[src/rtl/ifm_pingpong_write_ctrl.sv]
// Write-side controller for the two-bank ping-pong IFM array: streams one frame
// into the write bank, then swaps banks once the next layer releases its read bank.
module ifm_pingpong_write_ctrl #(
  parameter int DATA_WIDTH       = 32,
  parameter int IFM_SIZE         = 28,
  parameter int ADDRESS_SIZE_IFM = $clog2(IFM_SIZE*IFM_SIZE)
) (
  input  logic                        clk,
  input  logic                        rst_n,
  input  logic                        in_valid,
  output logic                        in_ready,
  input  logic [DATA_WIDTH-1:0]       in_data,
  output logic                        ifm_sel,
  output logic                        ifm_enable_write_previous,
  output logic [ADDRESS_SIZE_IFM-1:0] ifm_address_write_previous,
  output logic [DATA_WIDTH-1:0]       data_in_from_previous1,
  output logic                        next_start,
  input  logic                        next_done,
  output logic [15:0]                 frame_count,
  output logic                        err_spurious_done
);

  typedef enum logic [0:0] {
    FILL      = 1'b0,
    SWAP_WAIT = 1'b1
  } state_t;

  localparam logic [ADDRESS_SIZE_IFM-1:0] LAST_ADDR = ADDRESS_SIZE_IFM'(IFM_SIZE*IFM_SIZE-1);

  state_t                        state_r, state_s;
  logic [ADDRESS_SIZE_IFM-1:0]   wr_addr_r, wr_addr_s;
  logic                          next_busy_r, next_busy_s;
  logic                          swap_s;
  logic                          we_s;
  logic [ADDRESS_SIZE_IFM-1:0]   addr_s;
  logic [DATA_WIDTH-1:0]         data_s;
  logic                          sel_s;
  logic [15:0]                   frame_count_s;
  logic                          err_s;

  // Ready depends on registered state only, never on in_valid.
  assign in_ready = (state_r == FILL);

  // Next-state, write-port and swap decode.
  always_comb begin
    state_s       = state_r;
    wr_addr_s     = wr_addr_r;
    swap_s        = 1'b0;
    we_s          = 1'b0;
    addr_s        = ifm_address_write_previous;
    data_s        = data_in_from_previous1;
    sel_s         = ifm_sel;
    frame_count_s = frame_count;
    case (state_r)
      FILL: begin
        if (in_valid) begin
          we_s   = 1'b1;
          addr_s = wr_addr_r;
          data_s = in_data;
          if (wr_addr_r == LAST_ADDR) begin
            wr_addr_s = '0;
            state_s   = SWAP_WAIT;
          end else begin
            wr_addr_s = wr_addr_r + ADDRESS_SIZE_IFM'(1'b1);
          end
        end else begin
          we_s = 1'b0;
        end
      end
      SWAP_WAIT: begin
        // A done on this edge frees the old read bank, so the swap may proceed.
        if (!next_busy_r || next_done) begin
          swap_s        = 1'b1;
          sel_s         = ~ifm_sel;
          frame_count_s = frame_count + 16'd1;
          state_s       = FILL;
        end else begin
          state_s = SWAP_WAIT;
        end
      end
      default: begin
        state_s   = FILL;
        wr_addr_s = '0;
      end
    endcase
  end

  // Reader-occupancy tracking; a swap on the same edge as a done keeps it set.
  always_comb begin
    if (swap_s) begin
      next_busy_s = 1'b1;
    end else if (next_done) begin
      next_busy_s = 1'b0;
    end else begin
      next_busy_s = next_busy_r;
    end
  end

  // Sticky flag for a done pulse that no reader could have produced.
  always_comb begin
    if (next_done && !next_busy_r && (state_r != SWAP_WAIT)) begin
      err_s = 1'b1;
    end else begin
      err_s = err_spurious_done;
    end
  end

  // State and registered outputs, synchronous active-low reset.
  always_ff @(posedge clk) begin
    if (!rst_n) begin
      state_r                    <= FILL;
      wr_addr_r                  <= '0;
      next_busy_r                <= 1'b0;
      ifm_sel                    <= 1'b0;
      ifm_enable_write_previous  <= 1'b0;
      ifm_address_write_previous <= '0;
      data_in_from_previous1     <= '0;
      next_start                 <= 1'b0;
      frame_count                <= 16'd0;
      err_spurious_done          <= 1'b0;
    end else begin
      state_r                    <= state_s;
      wr_addr_r                  <= wr_addr_s;
      next_busy_r                <= next_busy_s;
      ifm_sel                    <= sel_s;
      ifm_enable_write_previous  <= we_s;
      ifm_address_write_previous <= addr_s;
      data_in_from_previous1     <= data_s;
      next_start                 <= swap_s;
      frame_count                <= frame_count_s;
      err_spurious_done          <= err_s;
    end
  end

endmodule
[config.mk]
export PLATFORM = sky130hd
export DESIGN_NAME = ifm_pingpong_write_ctrl
export DESIGN_NICKNAME = d
export VERILOG_FILES = /design/src/rtl/ifm_pingpong_write_ctrl.sv
export SDC_FILE = /design/constraint.sdc
export NUM_CORES = 1
export LEC_CHECK = 0
export CAP_MARGIN = 20
export CELL_PAD_IN_SITES_DETAIL_PLACEMENT = 0
export CELL_PAD_IN_SITES_GLOBAL_PLACEMENT = 2
export CORE_MARGIN = 3
export CORE_UTILIZATION = 27
export CTS_CLUSTER_DIAMETER = 30
export CTS_CLUSTER_SIZE = 8
export DETAILED_ROUTE_END_ITERATION = 6
export PLACE_DENSITY = 0.93
export SLEW_MARGIN = 40
export SYNTH_ARGS = -nofsm -noshare
export SYNTH_HDL_FRONTEND = slang
export SYNTH_SLANG_ARGS = --single-unit
[constraint.sdc]
create_clock -name clk -period 4.2 [get_ports clk]
set_input_delay 0.42 -clock clk [delete_from_list [all_inputs] [get_ports clk]]
set_output_delay 0.42 -clock clk [all_outputs]
set_load 0.05 [all_outputs]
Yosys cells after proc, flatten, opt, wreduce, memory -nomap -nowiden
Cells that the tools add are included.
Word-level totals
  bits in registers: 74
  bits in latches: 0
  memory bits (writable): 0
  bits in read-only memories: 0
  output and inout port bits: 63
  memories kept: 0
Operators by class
  $add $sub $neg: 2
  multipliers: 0
  div/mod/pow operators: 0
  $lt $le $gt $ge: 0
  eq/ne operators: 1
  shift operators: 0
  mux-type cells: 10
  bitwise operators: 3
  reduce and logical (&&, ||, !) cells: 8
Operator list (count)
  16-bit by 1-bit adder with 16-bit output, second input constant: 1
  10-bit by 1-bit adder with 10-bit output, second input constant: 1
  10-bit equality test, second input constant: 1
  10-bit 2-to-1 mux: 1
  1-bit 2-to-1 mux: 8
  2-bit AND reduction: 2
  1-bit inverter: 3
  1-bit logical AND: 2
  1-bit one-hot mux with 2 select lines: 1
  2-bit nonzero test: 1
  2-bit OR reduction: 1
  1-bit logical NOT: 1
  1-bit logical OR: 1

Longest topological paths before layout
  word-level depth: 5
  depth in mapped cells: 6
  mapped depth without buffers: 5

Least setup slack after synthesis
No wires, ideal clock.
  path kind: flip-flop to flip-flop
  from: reg frame_count[4]
  to: reg frame_count[15]
  data arrival time: 1740 ps
  data required time: 4130 ps
  path slack: 2390 ps
  stages on the path, launching flop included: 6
  buffers on the path: 1
  period minus slack after synthesis: 1810 ps
  path through: dfxtp_1 -> and4_1 -> buf_6 -> nand2_4 -> or4_1 -> a21oi_1
On the way
  word-level cells in the longest chain between the ends: 1
Ends and longest elaborated chain
  from (decl): line 19  | output logic [15:0] frame_count,
  from (signal assigned): line 130  | frame_count <= frame_count_s;
  16-bit by 1-bit adder with 16-bit output: line 75  | frame_count_s = frame_count + 16'd1;
No other way between the ends.
A chain may end at the register's enable or synchronous reset.

Worst setup path after layout
  from: reg state_r
  to: out in_ready
On the way
  word-level cells in the longest chain between the ends: 1
Ends and longest elaborated chain
  from (decl): line 30  | state_t state_r, state_s;
  from (signal assigned): line 122  | state_r <= state_s;
  1-bit inverter
  to (decl): line 11  | output logic in_ready,
No other way between the ends.

==> flow_summary_export.csv <==
group,metric,value,unit
global_route,grt_pass1_vias,2536,
power,p_leak,1.42,nW
yosys,synth_top_family_by_area,"simple AND/OR/NAND/NOR gates",
clock_tree,cts_buffer_depth,2,
floorplanning,die_h,108,um
sta,fmax,447,MHz
worst_setup_path,cp.depth,2,
finish,layout_commonest_cell,"clkdlybuf4s50_1",
drt,drtPass1Iterations,4,
global_route,grt-ovfl-total,0,
worst_setup_path,r2r_cells,3,
global_route,antenna_found_initial,0,
power,powerDensity,350,mW/mm2
sta,worstMarginPinSlew,0.700,ns
finish,diodes,0,
worst_setup_path,crit_type,"reg -> out",
yosys,synthXorXnorAreaFrac,4.05,%
worst_setup_path,worstPathBufferInverterCount,2,
sta,rsz0062_at_grt,"false",
sta,setup-tns-final,0,ns
clock_tree,htree_num_levels,3,
worst_setup_path,endpoint_kind,"output port",
placement,place_ws,1.86,ns
finish,layout-drive-gt1-share,5.24,%
min_path,hp-class,"reg -> reg",
clock_tree,cts_tree,"yes",
yosys,synth-compound-area-share,12.7,%
finish,layout_common_cells,"clkdlybuf4s50_1, nand2_1, dfxtp_1",
yosys,netlist_area,0.00281,mm2
yosys,synthAdderAreaFrac,0.890,%
sta,relSlewSlack,53.3,%
placement,dp_hpwl,5150,um
worst_setup_path,cp.required,3.78,ns
min_path,hold_path_depth,2,
placement,io_buffers,98,
clock_tree,post_cts_buffers,0,
floorplanning,fp.coreArea,0.00995,mm2
clock_tree,clock-sinks,74,
global_route,grt_start_max_net_pins,68,
drt,wl,7620,um
drt,viasPerCell,4.63,
drt,vias,2650,
sta,fin_crit_sh,53.3,%
worst_setup_path,crit_slowest_cell,"clkdlybuf4s50_1",
sta,setup_slack,1.96,ns
worst_setup_path,critPathMaxStageDelay,0.73,ns
yosys,syn_inst,346,
floorplanning,start_util,28.2,%
clock_tree,post_cts_resized,0,
sta,finClkSkew,0.0141,ns
floorplanning,fp.dieArea,0.0117,mm2
clock_tree,cts-hold-fix-buffers,0,
yosys,synth_mux_area_share,0,%
clock_tree,clkLatencyLatePin,0.35,ns
yosys,synth_cell_type_count,28,
drt,final_antenna_net_count,0,
outcome,status,"complete, no violations",
sta,period_needed,2.24,ns
sta,drv_slew,0,
drt,drtIter0Drc,115,
global_route,grt_util_all_layers,13.3,%
global_route,grt_pass1_wl,12400,um
worst_setup_path,r2r_slack,2.37,ns
floorplanning,die_x,108,um
floorplanning,ios,99,
worst_setup_path,crit_fanout,11,
yosys,synth_nets,384,
clock_tree,clkSlewWorstSetupHoldPaths,0.07,ns
clock_tree,root_buffer,"clkbuf_8",
placement,place_congestion,0.735,
finish,syn2layout_area_growth,45.4,%
yosys,ys_ff_latch,74,
yosys,syn_avg_cell_area,8.12,um2
sta,hold_viol,0,
yosys,synth-simple-area-share,25.7,%
run,drv_cap,0,
finish,nFillCells,1000,
yosys,yosysSeqAreaShare,52.7,%
drt,drc_errors,0,
sta,finalSetupViolations,0,
yosys,yosys_warnings,0,
finish,nets,472,
power,ir_drop,155,uV
worst_setup_path,crit_family,"buffers and inverters",
clock_tree,cts_buffers,9,
worst_setup_path,cp-start-kind,"register",
worst_setup_path,path_cells,"inv_1, clkdlybuf4s50_1",
worst_setup_path,critPathArrivalTime,1.82,ns
drt,wl_per_cell,13.3,um
floorplanning,fp-row-count,36,
## power by group
| group | internal [mW] | leakage (nW) | total, mW | switching [mW] |
|---|---|---|---|---|
| registers | 0.721 | 0.603 | 0.733 | 0.0116 |
| logic | 0.0741 | 0.733 | 0.190 | 0.116 |
| clock network | 0.234 | 0.0863 | 0.509 | 0.275 |
## state kept, by name, summed over array words and instances, names as in the netlist, 10 cells and up
signal                      cells
ifm_address_write_previous     10
data_in_from_previous1         32
wr_addr_r                      10
frame_count                    16
## cell type report
| class | count | area, um2 | share of cell area (%) |
|---|---|---|---|
| Clock buffer | 11 | 141 | 3.46 |
| Clock inverter | 5 | 37.5 | 0.919 |
| Inverter | 3 | 13.8 | 0.337 |
| Multi-Input combinational cell | 246 | 1230 | 30.2 |
| Sequential cell | 74 | 1480 | 36.3 |
| Tap cell | 133 | 166 | 4.07 |
| Timing Repair Buffer | 100 | 1010 | 24.7 |
## per-stage QoR
step                      hold WS (ns)  power, mW  std cells  area, um2  util (%)
after CTS                        0.458       1.46        572       4090      41.1
after global routing             0.481       1.50        572       4090      41.1
after global placement           0.442      0.937        554       3870      38.9
final                            0.456       1.43        572       4090      41.1
after floorplan                  0.453      0.856        346       2810         -
after detailed placement         0.446      0.942        556       3910      39.3
## metal layers
metal  vias up  GRT usage [%]  wire length, um
li1       1333              -                -
met1      1235           17.1             3590
met2        76           20.9             3440
met3         6           5.13              556
met4         0           3.25               33
met5         -              0                0
## worst paths after layout
| check | start | to |
|---|---|---|
| setup / recovery | state_r | in_ready |
| hold / removal | data_in_from_previous1[9] | data_in_from_previous1[9] |
| setup reg to reg | state_r | frame_count[14] |
| hold reg to reg | data_in_from_previous1[9] | data_in_from_previous1[9] |
## Yosys cell counts, drive strengths merged
master / instances / share of area, %
a21oi: 59 / 11
and3: 2 / 0.45
and4: 2 / 0.71
buf: 11 / 1.9
clkbuf: 12 / 1.6
dfxtp: 74 / 53
ha: 2 / 0.89
inv: 3 / 0.40
nand2: 96 / 13
nand2b: 2 / 0.45
nand3: 11 / 2.0
nand4: 9 / 2.0
nand4b: 1 / 0.31
nor2: 20 / 2.7
nor2b: 2 / 0.45
nor3: 3 / 0.53
nor4b: 1 / 0.31
o21ai: 8 / 1.4
o31ai: 3 / 0.80
or2: 1 / 0.22
or3: 8 / 1.8
or4: 3 / 0.80
xnor2: 6 / 1.9
xor2: 7 / 2.2
## logic make-up (layout without fill, tap and decap cells)
group,after synthesis,after routing
AOI/OAI and AO/OA,70,70
xor gates and xnor gates,13,13
adders and majority gates,2,2
buffers and inverters,26,119
DFF,74,74
and+or+nand+nor,161,161
## tightest hold or removal path: stages (launching register included)
cell and delay, ns:
dfxtp_1 0.31, nand2_1 0.05, a21oi_1 0.05
(Power assumes the default switching activity.)
